[src/rtl/flex_down_counter.sv]
// Loadable down-counter/timer with IDLE/RUN/DONE states, one-shot or auto-reload operation.
// Optional expire_pulse output enabled by defining FLEX_DOWN_EXPIRE_PULSE_EN.
module flex_down_counter #(
    parameter int NUM_CNT_BITS = 8
) (
    input  logic                    clk,
    input  logic                    rst,
    input  logic                    clear,
    input  logic                    load,
    input  logic [NUM_CNT_BITS-1:0] load_val,
    input  logic                    count_enable,
    input  logic                    auto_reload,
    output logic [NUM_CNT_BITS-1:0] count_out,
    output logic                    zero_flag,
    output logic                    busy
`ifdef FLEX_DOWN_EXPIRE_PULSE_EN
    ,
    output logic                    expire_pulse
`endif
);

    typedef enum logic [1:0] {
        IDLE = 2'd0,
        RUN  = 2'd1,
        DONE = 2'd2
    } state_t;

    localparam logic [NUM_CNT_BITS-1:0] CNT_ZERO = '0;
    localparam logic [NUM_CNT_BITS-1:0] CNT_ONE  = NUM_CNT_BITS'(1);

    state_t                  state_q, state_d;
    logic [NUM_CNT_BITS-1:0] count_q, count_d;
    logic [NUM_CNT_BITS-1:0] reload_q, reload_d;
    logic                    zero_q, zero_d;
    logic                    busy_q, busy_d;
    logic                    expire_d;

    always_comb begin
        state_d  = state_q;
        count_d  = count_q;
        reload_d = reload_q;
        zero_d   = zero_q;
        busy_d   = busy_q;
        expire_d = 1'b0;

        if (clear) begin
            state_d  = IDLE;
            count_d  = CNT_ZERO;
            reload_d = CNT_ZERO;
            zero_d   = 1'b0;
            busy_d   = 1'b0;
        end else if (load) begin
            count_d  = load_val;
            reload_d = load_val;
            if (load_val != CNT_ZERO) begin
                state_d = RUN;
                zero_d  = 1'b0;
                busy_d  = 1'b1;
            end else begin
                // Zero load goes straight to DONE without an expiry event.
                state_d = DONE;
                zero_d  = 1'b1;
                busy_d  = 1'b0;
            end
        end else begin
            case (state_q)
                RUN: begin
                    if (count_enable) begin
                        if (count_q > CNT_ONE) begin
                            count_d = count_q - CNT_ONE;
                        end else if (count_q == CNT_ONE) begin
                            count_d  = CNT_ZERO;
                            zero_d   = 1'b1;
                            expire_d = 1'b1;
                            if (auto_reload) begin
                                busy_d = 1'b1;
                            end else begin
                                state_d = DONE;
                                busy_d  = 1'b0;
                            end
                        end else begin
                            // Sitting at 0 in RUN only happens in periodic mode: restart the period.
                            count_d = reload_q;
                            zero_d  = 1'b0;
                        end
                    end
                end
                DONE: begin
                    count_d = CNT_ZERO;
                    zero_d  = 1'b1;
                    busy_d  = 1'b0;
                end
                default: begin
                    state_d = IDLE;
                    count_d = CNT_ZERO;
                    zero_d  = 1'b0;
                    busy_d  = 1'b0;
                end
            endcase
        end
    end

    always_ff @(posedge clk or posedge rst) begin
        if (rst) begin
            state_q  <= IDLE;
            count_q  <= CNT_ZERO;
            reload_q <= CNT_ZERO;
            zero_q   <= 1'b0;
            busy_q   <= 1'b0;
        end else begin
            state_q  <= state_d;
            count_q  <= count_d;
            reload_q <= reload_d;
            zero_q   <= zero_d;
            busy_q   <= busy_d;
        end
    end

    assign count_out = count_q;
    assign zero_flag = zero_q;
    assign busy      = busy_q;

`ifdef FLEX_DOWN_EXPIRE_PULSE_EN
    logic expire_q;

    always_ff @(posedge clk or posedge rst) begin
        if (rst) begin
            expire_q <= 1'b0;
        end else begin
            expire_q <= expire_d;
        end
    end

    assign expire_pulse = expire_q;
`else
    logic unused_expire;
    assign unused_expire = expire_d;
`endif

endmodule

[config.mk]
export PLATFORM = sky130hd
export DESIGN_NAME = flex_down_counter
export DESIGN_NICKNAME = d
export VERILOG_FILES = /design/src/rtl/flex_down_counter.sv
export SDC_FILE = /design/constraint.sdc
export NUM_CORES = 1
export LEC_CHECK = 0
export ABC_CLOCK_PERIOD_IN_PS = 3000
export BUFFER_PORTS_ARGS = -buffer_cell sky130_fd_sc_hd__buf_2
export CORE_UTILIZATION = 50
export DETAILED_ROUTE_END_ITERATION = 7
export GPL_ROUTABILITY_DRIVEN = 0
export GPL_TIMING_DRIVEN = 0
export HOLD_SLACK_MARGIN = 0.06
export PLACE_DENSITY = 0.78
export SLEW_MARGIN = 20
export SYNTH_ARGS = -nofsm -noshare
export SYNTH_HDL_FRONTEND = slang
export SYNTH_SLANG_ARGS = --single-unit
export TNS_END_PERCENT = 50
[constraint.sdc]
create_clock -name clk -period 3 [get_ports clk]
set_input_delay 0 -clock clk [delete_from_list [all_inputs] [get_ports clk]]
set_output_delay 0 -clock clk [all_outputs]
set_load 0.02 [all_outputs]
== After elaboration in Yosys (flattened, before gate mapping) ==
Cells that the tools add are included.

* Flip-flop bits (word level): 20
* Input port bits: 14
* Output and inout port bits: 10
* Word-level logic and storage cells: 51

* $add $sub $neg: 1
* Order comparisons: 1
* Equality and inequality tests: 8
* Muxes and demuxes: 31
* Reductions and logical operators: 5

{| class="wikitable"
|+ Operator list
! operator !! number
|-
| $mux 8 || 8
|-
| $ne 4x4->1 const B || 4
|-
| $mux 1 || 14
|-
| $mux 2 || 7
|-
| $eq 8x1->1 const B || 1
|-
| $gt 8x1->1 const B || 1
|-
| $reduce_bool 8->1 || 1
|-
| $sub 8x1->8 const B || 1
|-
| $reduce_and 5->1 || 1
|-
| $pmux 2 s2 || 1
|-
| $ne 3x3->1 const B || 1
|-
| $reduce_and 3->1 || 1
|-
| $eq 2x1->1 const B || 1
|-
| $eq 2x2->1 const B || 1
|-
| $pmux 1 s2 || 1
|-
| $reduce_and 2->1 || 1
|-
| $reduce_bool 2->1 || 1
|}

== Longest topological paths before layout ==
Gate-level depths: netlist (run 1).

* Depth after elaboration: 7
* Mapped depth: 8
* Depth with buffers taken out: 7

== Worst setup path before layout (run 1) ==
Ideal clock, no wire load.

* Kind: flip-flop to flip-flop
* Start point: register count_q[1], in the netlist count_out[1]
* End point: register zero_q, in the netlist zero_flag
* Library setup time: 0.128 ns
* Arrival: 1.645 ns
* Data required time: 2.872 ns
* Setup slack: 1.228 ns
* Stages on the path, launching flop included: 8
* Path buffers: 1
* Period minus slack after synthesis: 1.772 ns
* Path through: dfrtp_1 inv_1 ha_1 clkbuf_1 nor2_1 nor3_2 a21oi_1 mux2_1

* Word-level cells in the longest chain between the ends: 7
* Elaborated cells between the ends (all ways): 10
* Those cells by class: order compare (1); eq/ne (2); mux (6); reduce/logical (1)

{| class="wikitable"
|+ Ends and longest elaborated chain
! element !! RTL line !! source
|-
| from (decl) || 32 || <nowiki>logic [NUM_CNT_BITS-1:0] count_q, count_d;</nowiki>
|-
| from (signal assigned) || 112 || <nowiki>count_q <= count_d;</nowiki>
|-
| $eq 8x1->1 || 71 || <nowiki>end else if (count_q == CNT_ONE) begin</nowiki>
|-
| $mux 1 || 71 ||
|-
| $mux 1 || 69 || <nowiki>if (count_q > CNT_ONE) begin</nowiki>
|-
| $mux 1 || 68 || <nowiki>if (count_enable) begin</nowiki>
|-
| $pmux 1 s2 || 66 || <nowiki>case (state_q)</nowiki>
|-
| $mux 1 || 52 || <nowiki>end else if (load) begin</nowiki>
|-
| $mux 1 || 46 || <nowiki>if (clear) begin</nowiki>
|-
| to (signal assigned) || 114 || <nowiki>zero_q <= zero_d;</nowiki>
|-
| to (decl) || 34 || <nowiki>logic zero_q, zero_d;</nowiki>
|}

Parallel ways exist; a longest one is shown, timed or not. The select of a mux whose other input is x is not followed.
A chain may end at the register's enable or synchronous reset.

== Worst setup path after layout (run 1) ==
* Start point: register count_q[1], in the netlist count_out[1]
* End point: register count_q[0], in the netlist count_out[0]

* Word-level cells in the longest chain between the ends: 7
* Elaborated cells between the ends (all ways): 8
* Those cells by class: order compare (1); eq/ne (1); mux (6)

{| class="wikitable"
|+ Ends and longest elaborated chain
! element !! RTL line
|-
| parallel branches: the longest is 2 deep, another holds $gt 8x1->1 || -
|-
| $mux 8 * || 69
|-
| $mux 8 * || 68
|-
| $mux 8 * || 66
|-
| $mux 8 * || 52
|-
| $mux 8 * || 46
|}

Every way passes the cells marked *. The select of a mux whose other input is x is not followed.

==> impl_metrics.yaml, run 1 <==
sta:
  timing.final.ws_setup_ns: 0.998
  finalSetupViolations: 0
  maxSlewViolCount: 0
  setup_tns_ns: 0
  hold_viol_final: 0
  fin_skew_ns: 0.00179
  fin_crit_sh: 0.667
  slew_headroom: 0.500
  worst_slew_pin_slew_ns: 0.749
  fin_crit_ns: 2.00
  fmax_ghz: 0.499
  rsz0062_at_grt: "false"
yosys:
  synth.top_cell.area_share: 0.393
  synth_area_leaders: "dfrtp_1, mux2i_1, nor2_1"
  seq_area_frac_synth: 0.393
  ys.flop_type: "dfrtp_1"
  synth-edff-count: 0
  ys_types: 37
  ys_warn_count: 0
  synth_fp_nets: 160
  avgSynthCellArea_um2: 8.96
  synth_largest_area_cell: "dfrtp_1"
  synthCells: 142
  async_reset_ff_frac: 1.00
  synth_area_um2: 1270
  ys_seq_elements: 20
drt:
  num_vias: 1244
  drt.antenna.violating_nets: 0
  drt_pass1_iterations: 4
  via_per_inst: 6.10
  wl_per_cell_um: 15.7
  drc: 0
  drt_first_iter_violations: 75
  finalWirelength_mm: 3.21
global_routing:
  antenna_found_initial: 0
  grt_max_degree: 21
  grt_pass1_vias: 1177
  track_usage: 0.279
  grt_pass1_wl_mm: 5.53
  grt_overflow_total: 0
clock_tree:
  post_cts.repair.setup_buffers: 0
  cts_htree_levels: 1
  cts_tree: "built"
  clkTransAtPathRegs_ns: 0.12
  cts_sinks: 20
  cts_buffers: 3
  post_cts_resized: 0
  cts-root-buf: "clkbuf_4"
  cts_hold_buf: 9
  insertion_delay_ns: 0.30
  cts_max_path_buffers: 2
floorplanning:
  io_pins: 24
  die_area_um2: 2750
  core_area_um2: 2300
  die_h_um: 52.4
  row_count: 17
  initial_core_util: 0.554
  dieWidth_um: 52.4
setup_path:
  crit_type: "reg -> reg"
  startpoint: "count_out[1]"
  start_kind: "flop"
  crit_arrival_ns: 2.18
  crit_path_max_fanout: 9
  cp.required_ns: 3.18
  r2r_start: "count_out[1]"
  endpoint_kind: "flop"
power:
  p_leak_nw: 0.698
  finalPower_w: 0.000644
  vdd_drop_max_uv: 248
  powerDensity_nw_per_um2: 418
outcome:
  status: "complete, no violations"
placement:
  hpwl_mm: 2.37
  io_buffers: 21
  dpl_worst_slack_ns: 1.06
layout:
  post_route_cells_drive_above_1_share: 0.188
  nets: 195
  postLayoutCoreUtil: 0.670
  synthToLayoutAreaGrowth_pct: 20.9
  final_cell_mix: "buf_2, dfrtp_1, nor2_1"
  final_common_cell: "buf_2"
  diodes: 0
min_path:
  worstHoldStart: "auto_reload"
  hold_class: "in -> reg"
flow_run:
  maxCapViolations: 0
[layout make-up]
class                           instances  area, µm²
Inverter                                5       18.8
Buffer                                  8       30.0
Multi-Input combinational cell        109        723
Clock buffer                            4       36.3
Tap cell                               28       35.0
Fill cell                             188        758
Sequential cell                        20        500
Timing Repair Buffer                   30        195
[cell families (layout without fill, tap and decap cells)]
group                    after synthesis  after routing  synth area share
adder cells (fa/ha/maj)                4              4            0.0393
multiplexers                           9              9            0.0728
AND/OR/NAND/NOR                       58             58             0.252
buffers and inverters                 13             47            0.0384
XOR/XNOR                               2              2            0.0138
flip-flops                            20             20             0.393
AO/OA/AOI/OAI                         36             36             0.191
[worst paths after layout]
check / endpoint / slack [ns] / depth (start not counted)
setup / recovery: count_out[0] / 1.0 / 8
setup reg to reg: count_out[0] / 1.0 / 8
hold / removal: state_q[1] / 0.1 / 4
min in group asynchronous: reload_q[1] / 0.35 / 3
hold reg to reg: zero_flag / 0.51 / 1
max in group asynchronous: count_out[7] / 2.19 / 3
[through the flow]
stage,area (µm²),cells,hold slack [ns]
after global placement,1410,191,0.156
after detailed placement,1410,191,0.172
final,1540,204,0.0958
after floorplan,1270,142,-0.0362
after global routing,1540,204,0.125
after CTS,1540,204,0.0902
[flip-flops by register name (all words and copies together) (netlist names)]
signal / flops
busy: 1
reload_q: 8
count_out: 8
state_q: 2
zero_flag: 1
[metal layers]
metal | share of wire | vias up | track usage
met5 | 0 | - | 0
met3 | 0.062 | 10 | 0.0435
met1 | 0.44 | 583 | 0.384
met2 | 0.47 | 58 | 0.422
met4 | 0.026 | 0 | 0.136
li1 | - | 593 | -
[power by group]
group | total (W) | internal, W | switching, W
Sequential | 0.000303 | 0.000285 | 0.0000179
Clock | 0.000160 | 0.0000740 | 0.0000863
Combinational | 0.000180 | 0.0000747 | 0.000106
Total | 0.000644 | 0.000434 | 0.000210
[critical path, stage by stage, from the launching register on]
cell and delay, ns:
dfrtp_1 0.45, inv_1 0.13, ha_1 0.15, clkbuf_1 0.31, nor2_1 0.13, nor3_2 0.24
nor3_1 0.10, a211oi_1 0.24, a221oi_1 0.12
[cells in the mapped netlist (2+ instances only)]
cell,n
a211oi_1,3
a21oi_1,9
a221oi_1,2
a311oi_1,2
a32oi_1,3
clkbuf_1,8
dfrtp_1,20
ha_1,4
inv_1,5
mux2i_1,7
nand2_1,9
nand2b_1,4
nand3_1,2
nand4_1,5
nor2_1,15
nor2b_1,6
nor3_1,6
nor3_2,2
nor4_1,2
o21ai_0,7
o31ai_1,3
or3_4,2
xnor2_1,2
No activity file was read; power rests on OpenSTA's default activity.
==> run 2, diff against run 1 <==
--- a/config.mk
+++ b/config.mk
@@ -5,7 +5,7 @@
 export SDC_FILE = /design/constraint.sdc
 export NUM_CORES = 1
 export LEC_CHECK = 0
-export ABC_CLOCK_PERIOD_IN_PS = 3000
+export ABC_CLOCK_PERIOD_IN_PS = 2000
 export BUFFER_PORTS_ARGS = -buffer_cell sky130_fd_sc_hd__buf_2
 export CORE_UTILIZATION = 50
 export DETAILED_ROUTE_END_ITERATION = 7
==> constraint.sdc (replaced) <==
create_clock -name clk -period 2 [get_ports clk]
set_input_delay 0 -clock clk [delete_from_list [all_inputs] [get_ports clk]]
set_output_delay 0 -clock clk [all_outputs]
set_load 0.02 [all_outputs]
==> run 2 against run 1 <==
  * Count of clock-buffer cells in the layout is the same
  * Clock skew grew 0.0036 ns
  * Die area is the same
  * Largest power group unchanged
==> impl_metrics.yaml, run 2 (synthesis results as in run 1) <==
sta:
  fmax_ghz: 0.535
  fin_crit_ns: 1.87
  finalSetupViolations: 0
  fin_crit_sh: 0.935
  setup_tns_ns: 0
  fin_skew_ns: 0.00543
  hold_viol_final: 0
  maxSlewViolCount: 0
  slew_headroom: 0.502
  timing.final.ws_setup_ns: 0.130
  worst_slew_pin_slew_ns: 0.746
  rsz0062_at_grt: "false"
layout:
  seq_area_um2: 500
  final_common_cell: "buf_2"
  final_cell_mix: "buf_2, dfrtp_1, nor2_1"
  synthToLayoutAreaGrowth_pct: 22.2
  post_route_cells_drive_above_1_share: 0.211
  multi_input_area_um2: 742
  diodes: 0
  fillers: 181
  nets: 194
setup_path:
  reg2reg_setup_slack_ns: 0.13
  crit_arrival_ns: 2.04
  startpoint: "count_out[2]"
  start_kind: "flop"
  rr_endpoint: "count_out[0]"
  endpoint: "count_out[0]"
  r2r_start: "count_out[2]"
  crit_type: "reg -> reg"
  endpoint_kind: "flop"
  cp.required_ns: 2.17
  reg2reg_depth: 5
  crit_path_max_fanout: 7
flow_run:
  maxCapViolations: 0
floorplanning:
  io_pins: 24
  row_count: 17
  die_h_um: 52.4
  core_area_um2: 2300
  dieWidth_um: 52.4
  initial_core_util: 0.554
  die_area_um2: 2750
placement:
  dpl_worst_slack_ns: 0.0622
  io_buffers: 21
  hpwl_mm: 2.37
clock_tree:
  cts-root-buf: "clkbuf_4"
  cts_tree: "built"
  insertion_delay_ns: 0.30
  cts_max_path_buffers: 2
  cts_htree_levels: 1
  cts_sinks: 20
  cts_buffers: 3
  post_cts.repair.setup_buffers: 0
  clkTransAtPathRegs_ns: 0.12
drt:
  via_per_inst: 6.18
  num_vias: 1254
  finalWirelength_mm: 3.22
  wl_per_cell_um: 15.9
  drt.antenna.violating_nets: 0
  drt_pass1_iterations: 5
  drt_first_iter_violations: 65
  drc: 0
outcome:
  status: "complete, no violations"
global_routing:
  antenna_found_initial: 0
  track_usage: 0.279
  grt_pass1_wl_mm: 5.53
  grt_max_degree: 21
  grt_pass1_vias: 1177
  grt_overflow_total: 0
power:
  p_leak_nw: 0.701
  vdd_drop_max_uv: 407
  powerDensity_nw_per_um2: 624
min_path:
  worstHoldStart: "auto_reload"
  hold_class: "in -> reg"
[run 2: cell count changes in the layout (fill, tap and decap cells not counted), sizes merged]
cell	change
clkbuf	-1
[run 2: report_power, final]
part	internal [W]	leakage, nW	switching (W)
Clock	0.000111	0.0210	0.000129
Combinational	0.000115	0.414	0.000161
Sequential	0.000428	0.266	0.0000274
[run 2: timing repair]
action | in CTS | in global routing
resized for setup | 0 | 6
hold endpoints to repair | 33 | 0
endpoints found under the setup margin | 0 | 7
hold buffers | 9 | 0
[run 2: worst max-delay path: stages, from the launching register on]
cell and delay [ns]:
dfrtp_1 0.47, or3_4 0.46, nor3_2 0.31, nor3_1 0.10, a211oi_1 0.30, a221oi_2 0.10
[run 2: cell type report]
| type | instances | share of cell area |
|---|---|---|
| Sequential cell | 20 | 0.322 |
| Tap cell | 28 | 0.0225 |
| Buffer | 7 | 0.0177 |
| Inverter | 5 | 0.0121 |
| Multi-Input combinational cell | 109 | 0.477 |
| Timing Repair Buffer | 30 | 0.126 |
| Clock buffer | 4 | 0.0233 |
[run 2: worst min path at each step]
stage	endpoint	slack, ns	cells after the start
final	state_q[1]	0.11	4
after global routing	state_q[1]	0.13	4
after CTS	state_q[1]	0.09	4
after detailed placement	reload_q[4]	0.17	2
after global placement	reload_q[1]	0.16	2
after floorplan	busy	-0.04	1
[run 2: metrics by stage]
step	hold WS, ns	total power (W)	instance area (µm²)	utilization	instances
3_5_place_dp	0.172	0.000713	1410	0.615	191
6_report	0.109	0.000971	1560	0.677	203
4_1_cts	0.0902	0.000963	1540	0.670	204
3_3_place_gp	0.156	0.000706	1410	0.615	191
5_1_grt	0.132	0.00102	1560	0.677	203
2_1_floorplan	-0.0362	0.000642	1270	-	142
[run 2: per-layer routing]
layer  GRT usage  up-vias  wire (µm)
met1       0.384      592       1420
li1            -      590          -
met2       0.422       64       1510
met5           0        -          0
met4       0.136        0         63
met3      0.0435        8        228
